$ cat src/rtl/xp_rr_arb_stage_pkg.sv
// rtl/xp_rr_arb_stage_pkg.sv - shared state encoding for the round-robin packet arbiter stage
package xp_rr_arb_stage_pkg;

    // ARB: free to pick any requester; LOCK: mid-packet, only the owner may advance
    typedef enum logic {
        ST_ARB  = 1'b0,
        ST_LOCK = 1'b1
    } arb_state_e;

endpackage

$ cat src/rtl/xp_sel_bit_from_vec.sv
// rtl/xp_sel_bit_from_vec.sv - wrap-around first-set-bit search from a one-hot start position
module xp_sel_bit_from_vec #(
    parameter int VEC_WIDTH = 4
) (
    input  logic [VEC_WIDTH-1:0] in_vec,
    input  logic [VEC_WIDTH-1:0] startx,
    output logic [VEC_WIDTH-1:0] ptr_dec,
    output logic                 found
);

    localparam logic [VEC_WIDTH-1:0] ONE = {{(VEC_WIDTH-1){1'b0}}, 1'b1};

    logic [VEC_WIDTH-1:0] upper_mask;
    logic [VEC_WIDTH-1:0] masked;
    logic [VEC_WIDTH-1:0] search;

    // Prefer set bits at or above startx; fall back to the whole vector to wrap to bit 0
    always_comb begin
        upper_mask = ~(startx - ONE);
        masked     = in_vec & upper_mask;
        search     = (|masked) ? masked : in_vec;
        ptr_dec    = search & (~search + ONE);
        found      = |in_vec;
    end

endmodule

$ cat src/rtl/xp_rr_arb_stage.sv
// rtl/xp_rr_arb_stage.sv - packet-locked round-robin arbiter with a registered output flit
module xp_rr_arb_stage
    import xp_rr_arb_stage_pkg::*;
#(
    parameter int NUM_REQ = 4,
    parameter int DATA_W  = 64
) (
    input  logic                      clk,
    input  logic                      rst_n,
    input  logic [NUM_REQ-1:0]        req_vld,
    input  logic [NUM_REQ-1:0]        req_last,
    input  logic [NUM_REQ*DATA_W-1:0] req_data,
    output logic [NUM_REQ-1:0]        req_rdy,
    output logic                      out_vld,
    input  logic                      out_rdy,
    output logic [DATA_W-1:0]         out_data,
    output logic                      out_last,
    output logic [NUM_REQ-1:0]        out_src
);

    localparam logic [NUM_REQ-1:0] RR_INIT = {{(NUM_REQ-1){1'b0}}, 1'b1};

    arb_state_e         state;
    logic [NUM_REQ-1:0] owner;
    logic [NUM_REQ-1:0] rr_ptr;
    logic [NUM_REQ-1:0] cand;
    logic [NUM_REQ-1:0] winner;
    logic               found;
    logic               load_en;
    logic               accept;
    logic               win_last;
    logic [DATA_W-1:0]  win_data;

    // While a packet is in flight only its owner may compete
    always_comb begin
        load_en = ~out_vld | out_rdy;
        cand    = (state == ST_LOCK) ? (req_vld & owner) : req_vld;
    end

    xp_sel_bit_from_vec #(
        .VEC_WIDTH (NUM_REQ)
    ) u_sel (
        .in_vec  (cand),
        .startx  (rr_ptr),
        .ptr_dec (winner),
        .found   (found)
    );

    // Grant, and AND-OR select of the winner's payload and last flag
    always_comb begin
        accept   = load_en & found;
        req_rdy  = accept ? winner : '0;
        win_last = |(winner & req_last);
        win_data = '0;
        for (int i = 0; i < NUM_REQ; i++) begin
            win_data = win_data | (req_data[i*DATA_W +: DATA_W] & {DATA_W{winner[i]}});
        end
    end

    // Output register: load on accept, drop valid on an empty load slot, hold under backpressure
    always_ff @(posedge clk or negedge rst_n) begin
        if (!rst_n) begin
            out_vld  <= 1'b0;
            out_data <= '0;
            out_last <= 1'b0;
            out_src  <= '0;
        end else if (load_en) begin
            out_vld <= accept;
            if (accept) begin
                out_data <= win_data;
                out_last <= win_last;
                out_src  <= winner;
            end
        end
    end

    // Packet lock FSM; the pointer only moves past a requester once its packet ends
    always_ff @(posedge clk or negedge rst_n) begin
        if (!rst_n) begin
            state  <= ST_ARB;
            owner  <= '0;
            rr_ptr <= RR_INIT;
        end else if (accept) begin
            if (win_last) begin
                state  <= ST_ARB;
                owner  <= '0;
                rr_ptr <= {winner[NUM_REQ-2:0], winner[NUM_REQ-1]};
            end else begin
                state  <= ST_LOCK;
                owner  <= winner;
            end
        end
    end

endmodule

$ cat config.mk
export PLATFORM = sky130hd
export DESIGN_NAME = xp_rr_arb_stage
export DESIGN_NICKNAME = d
export VERILOG_FILES = /design/src/rtl/xp_rr_arb_stage_pkg.sv /design/src/rtl/xp_sel_bit_from_vec.sv /design/src/rtl/xp_rr_arb_stage.sv
export SDC_FILE = /design/constraint.sdc
export NUM_CORES = 1
export LEC_CHECK = 0
export CORE_AREA = 2 2 131 133
export CTS_CLUSTER_DIAMETER = 60
export DETAILED_ROUTE_END_ITERATION = 16
export DIE_AREA = 0 0 133 135
export PLACE_DENSITY = 0.73
export RECOVER_POWER = 100
export SLEW_MARGIN = 20
export SYNTH_ARGS = -nofsm -noshare
export SYNTH_HDL_FRONTEND = slang
export SYNTH_SLANG_ARGS = --single-unit
$ cat constraint.sdc
create_clock -name clk -period 6 [get_ports clk]
set_clock_uncertainty 0.1 [all_clocks]
set_input_delay 1.8 -clock clk [delete_from_list [all_inputs] [get_ports clk]]
set_output_delay 1.8 -clock clk [all_outputs]
set_load 0.03 [all_outputs]
==> impl_metrics.csv, run 1 <==
group,metric,value,unit
status,status,"finished, violations left",
status,violations,"capacitance limit, slew limit",
cts,cts_buffer_depth,2,
yosys,yosysTopAreaCell,"dfrtp_1",
floorplan,die-area,18000,um^2
routing,routed_wl,22800,um
cts,cts_htree_levels,3,
sta,holdWs,0.382,ns
flow_run,cap_violations,3,
cts,cts_root_buf,"clkbuf_16",
pwr,p_per_area,153,nW/um^2
worst_setup_path,crit_path_cell_trace,"dlygate4sd3_1 > and3_1 > o41a_4 > nor2_1 > clkdlybuf4s50_1",
cts,hold_buffers,0,
yosys,synth_edf_count,0,
yosys,ys.flop_type,"dfrtp_1",
finish,multiInputGateArea,2860,um^2
sta,setup_viol,0,
routing,post-route-drc-count,0,
finish,register_area,1980,um^2
worst_setup_path,required,4.10,ns
yosys,syn_inst,675,
pwr,power,1.42,mW
yosys,yosys_warnings,0,
yosys,ys_seq_area_share,36.2,%
worst_hold_path,min_path_type,"reg2reg",
floorplan,ios,341,
yosys,ys_ff_latch,79,
cts,clk_pin_slew,0.06,ns
worst_setup_path,critPathLaunch,"req_vld[2]",
floorplan,die_w,133,um
sta,rsz0062_at_grt,"false",
cts,cts_buffers,9,
place,io_buffer_count,340,
cts,clkLatencyLatePin,0.34,ns
grt,antenna_found_initial,1,
yosys,synth_area_leaders,"dfrtp_1 (36%), and2_1 (7.6%), nor4_1 (7.3%)",
worst_setup_path,critPathLaunchType,"primary input",
worst_hold_path,min_from,"out_src[0]$_DFFE_PN0P_",
finish,final_core_util,56.4,%
worst_setup_path,crit_arrival,3.94,ns
finish,nets,1247,
floorplan,initial_core_util,33.3,%
routing,drtAntennaViolNets,0,
yosys,yosysMostFrequentCell,"dfrtp_1",
sta,min_period_over_period,97.4,%
place,dp.cells,1188,
worst_setup_path,cpMaxStageDelayCell,"clkdlybuf4s50_1",
finish,fin_cells,1205,
yosys,synth_common_cells,"dfrtp_1 (78), nor2_1 (71), inv_1 (70)",
sta,tightest_slew,2.46,ns
routing,via_count,6460,
sta,drv_slew,188,
worst_setup_path,crit_type,"in2out",
sta,finalSetupTns,0,ns
sta,finalHoldViolCount,0,
yosys,yosysUniqueCellTypes,48,
grt,grt_max_degree,96,
yosys,syn_nets,943,
sta,clock.fmax,171,MHz
floorplan,rows,47,
worst_setup_path,critPathMaxStageDelay,0.70,ns
routing,drtIter0Drc,266,
sta,fin_crit,5.84,ns
routing,via_per_inst,5.36,
finish,drive_above_1_share,5.08,%
finish,nFillCells,1532,
routing,dr.pass1.iters,7,
floorplan,die_y,135,um
pwr,p_leak,4.19,nW
floorplan,core_area,16400,um^2
place,dp_hpwl,16000,um
cts,cts_tree,"yes",
worst_setup_path,cp-end-kind,"output pin",
grt,track_usage,24.8,%
finish,area_growth,69.4,%
yosys,post-synth-top-area-fraction,35.7,%
place,gp_congestion,0.877,
worst_setup_path,cp_max_fo,4,
worst_setup_path,reg2reg_from,"rr_ptr[0]$_DFFE_PN1P_",
sta,slew_headroom,-64.2,%
yosys,synthArstFlopShare,100,%
grt,grt_pass1_wl,34700,um
grt,gr-total-overflow,0,
grt,first_global_vias,6257,
yosys,synth_area_per_cell,8.10,um^2
pwr,ir_worst_vdd,0.122,mV
routing,wire_per_inst,18.9,um
cts,cts.sinks,79,
yosys,netlist_area,5470,um^2
flip-flops by register name, summed over array words and instances (netlist names):
register  flops
out_src       4
owner         4
out_data     64
out_last      1
state         1
out_vld       1
rr_ptr        4
where the power goes:
group | total (mW) | internal (mW) | switching [mW] | leakage (nW)
combinational | 0.197 | 0.153 | 0.0440 | 2.93
clock | 0.688 | 0.449 | 0.239 | 0.173
sequential | 0.533 | 0.533 | 0 | 1.09
total | 1.42 | 1.13 | 0.283 | 4.19
metrics by stage:
step	area (um^2)	setup WS, ns
floorplan	5470	0.895
global placement	9040	0.112
detailed placement	9040	0.0908
CTS	9410	0.0861
global route	9260	0.105
finish	9260	0.155
placed cells by master (no fill, tap or decap), types with 58 or more instances in the layout:
cell / netlist / layout
a21oi_1: 66 / 66
a221oi_1: 44 / 62
and2_1: 66 / 58
clkdlybuf4s50_1: 0 / 265
dfrtp_1: 78 / 78
dlygate4sd3_1: 0 / 71
inv_1: 70 / 70
nor2_1: 71 / 71
nor4_1: 64 / 64
o21ai_0: 66 / 66
critical path, delay by kind of cell:
family | cells | cell delay [ns]
AND/OR/NAND/NOR | 2 | 0.41
AO/OA/AOI/OAI | 1 | 0.45
buffers and inverters | 2 | 1.28
what timing repair did:
action / 4_1_cts / 5_1_grt
gates resized for setup: 0 / 1
buffers inserted: 0 / 0
endpoints found under the setup margin: 0 / 1
layer usage:
| metal | global-route usage, % | wire length, um | part of all wire (%) |
|---|---|---|---|
| met5 | 0 | 0 | 0 |
| met4 | 10.9 | 733 | 3.2 |
| met3 | 5.52 | 1800 | 7.9 |
| met2 | 42.6 | 11200 | 49 |
| met1 | 29.8 | 9030 | 40 |
worst paths after layout:
check                           cells past startpoint                       end  slack, ns
worst max-delay path                                5                req_rdy[0]       0.16
worst min-delay path                                1    out_src[0]$_DFFE_PN0P_       0.38
worst max register to register                     10  out_data[24]$_DFFE_PN0P_       1.63
worst min register to register                      1    out_src[0]$_DFFE_PN0P_       0.38
max in group asynchronous                           2   out_data[6]$_DFFE_PN0P_       1.63
min in group asynchronous                           1       out_vld$_DFFE_PN0P_       2.11
cells by family after synthesis:
kind of cell | count (synthesis) | share of synthesized area, %
and+or+nand+nor | 234 | 23.7
AOI/OAI and AO/OA | 223 | 29.1
buffers and inverters | 136 | 10.4
DFF | 79 | 36.2
xor gates and xnor gates | 1 | 0.160
muxes | 1 | 0.206
adders and majority gates | 1 | 0.229
final cells by class:
type,count,share of cell area (%)
Tap cell,220,2.97
Antenna cell,1,0.0270
Sequential cell,79,21.4
Inverter,70,2.84
Timing Repair Buffer,359,38.0
Clock inverter,6,1.43
Clock buffer,10,2.47
Multi-Input combinational cell,460,30.9
(Power assumes the default switching activity.)
==> inputs of run 2 (changes only) <==
--- a/config.mk
+++ b/config.mk
@@ -8,2 +8,3 @@
 export CORE_AREA = 2 2 131 133
+export CTS_BUF_LIST = sky130_fd_sc_hd__clkbuf_8
 export CTS_CLUSTER_DIAMETER = 60
==> constraint.sdc (replaced) <==
create_clock -name clk -period 6 [get_ports clk]
set_clock_uncertainty 0.1 [all_clocks]
set_input_delay 1.2 -clock clk [delete_from_list [all_inputs] [get_ports clk]]
set_output_delay 1.2 -clock clk [all_outputs]
set_load 0.03 [all_outputs]
==> impl_metrics.csv, run 2 (synthesis gave the netlist of run 1 again) <==
group,metric,value,unit
status,status,"finished, violations left",
status,violations,"capacitance limit, slew limit",
place,placed_cell_area,9000,um^2
floorplan,core_area,16400,um^2
worst_setup_path,crit_arrival,5.41,ns
finish,final_core_util,55.6,%
floorplan,die_y,135,um
cts,cts_tree,"yes",
grt,track_usage,24.2,%
worst_setup_path,cp-end-kind,"register",
grt,gr-total-overflow,0,
finish,final_area,9130,um^2
cts,post_cts_buffers,0,
sta,tightest_slew,2.59,ns
sta,finalHoldViolCount,0,
finish,nets,1240,
routing,wire_per_inst,18.4,um
sta,clock.fmax,190,MHz
finish,nFillCells,1510,
cts,cts.sinks,79,
floorplan,initial_core_util,33.3,%
pwr,ir_worst_vdd,0.0873,mV
floorplan,die-area,18000,um^2
sta,drv_slew,180,
cts,clk_pin_slew,0.09,ns
worst_setup_path,reg2reg_slack,1.57,ns
finish,largest_reg_flops,64,
finish,area_growth,67.0,%
sta,holdWs,0.387,ns
sta,setup_viol,0,
routing,via_per_inst,5.23,
worst_setup_path,crit_type,"in2reg",
cts,hold_buffers,0,
worst_setup_path,r2r-end,"rr_ptr[2]$_DFFE_PN0P_",
place,gp_congestion,0.871,
routing,drtAntennaViolNets,0,
worst_setup_path,reg2regPathDepth,7,
sta,rsz0062_at_grt,"false",
cts,cts_root_buf,"clkbuf_8",
worst_setup_path,critPathLaunchType,"primary input",
routing,routed_wl,22100,um
pwr,p_leak,4.17,nW
worst_setup_path,cp-endpoint,"rr_ptr[2]$_DFFE_PN0P_",
cts,cts_buffer_depth,2,
flow_run,cap_violations,3,
floorplan,ios,341,
finish,final_cell_mix,"clkdlybuf4s50_1 (265), dfrtp_1 (78), dlygate4sd3_1 (74), inv_1 (71), nor2_1 (71)",
worst_setup_path,reg2reg_from,"state$_DFFE_PN0P_",
cts,clkLatencyLatePin,0.35,ns
finish,layout_commonest_cell,"clkdlybuf4s50_1",
worst_hold_path,min_path_type,"reg2reg",
grt,grt_pass1_wl,34200,um
routing,post-route-drc-count,0,
grt,first_global_vias,6189,
worst_setup_path,required,6.15,ns
sta,finalSetupTns,0,ns
routing,via_count,6265,
sta,slew_headroom,-73.0,%
place,dp_hpwl,15700,um
cts,cts_resized,0,
routing,dr.pass1.iters,5,
floorplan,die_w,133,um
floorplan,rows,47,
grt,grt_max_degree,70,
pwr,power,1.16,mW
sta,min_period_over_period,87.8,%
finish,top_register,"out_data",
grt,antenna_found_initial,1,
cts,cts_htree_levels,3,
place,io_buffer_count,340,
pwr,p_per_area,127,nW/um^2
cts,cts_buffers,9,
sta,fin_crit,5.27,ns
worst_setup_path,cp_max_fo,51,
finish,drive_above_1_share,5.32,%
routing,drtIter0Drc,238,
worst_setup_path,critPathLaunch,"req_vld[3]",
[run 2: cell types whose count changed in the layout (fill, tap and decap cells not counted), moves of 9 or more]
cell / before / now
a221oi_1: 62 / 51
clkbuf_8: 0 / 12
a221oi_2: 2 / 13
clkbuf_16: 9 / 0
[run 2: critical path, cell delays in order]
cell and delay, ns:
clkdlybuf4s50_1 0.54, o21ai_4 0.14, buf_4 0.29, a41oi_1 0.44, clkbuf_1 1.88, o221ai_1 0.51, a32o_1 0.41
[run 2: final cells by class]
class                   instances  area, um^2  share of cell area, %
diodes                          1        2.50                 0.0274
clock buffers                  12         165                   1.81
clock inverters                 4        43.8                  0.480
inverters                      70         263                   2.88
multi-input cells             460        2930                   32.1
flip-flops and latches         79        1980                   21.7
well taps                     220         275                   3.01
repair buffers                352        3480                   38.1
[run 2: routing by layer]
metal  GRT usage, %  wire [um]
met5              0          0
met4           9.62        692
met3           6.12       1910
met2           41.6      10900
met1           29.1       8630
[run 2: worst min-delay path by stage]
stage                                      start                     end  slack [ns]  depth (start not counted)
after floorplan             owner[1]$_DFFE_PN0P_    owner[1]$_DFFE_PN0P_        0.34                          2
after global placement    out_src[2]$_DFFE_PN0P_  out_src[2]$_DFFE_PN0P_        0.37                          1
after detailed placement  out_src[1]$_DFFE_PN0P_  out_src[1]$_DFFE_PN0P_        0.37                          2
after CTS                 out_src[1]$_DFFE_PN0P_  out_src[1]$_DFFE_PN0P_        0.39                          2
after global routing      out_src[1]$_DFFE_PN0P_  out_src[1]$_DFFE_PN0P_        0.42                          2
final                     out_src[1]$_DFFE_PN0P_  out_src[1]$_DFFE_PN0P_        0.39                          2
[run 2: power by group]
part           total [mW]  switching (mW)  internal, mW
Combinational       0.199          0.0456         0.154
Clock               0.430           0.206         0.224
Sequential          0.532               0         0.532
Total                1.16           0.252         0.910
[run 2: through the flow]
step | instances | setup slack [ns]
after floorplan | 675 | 2.09
after global placement | 1181 | 0.911
after CTS | 1197 | 0.878
after global routing | 1198 | 0.376
final | 1198 | 0.734
after detailed placement | 1181 | 0.894
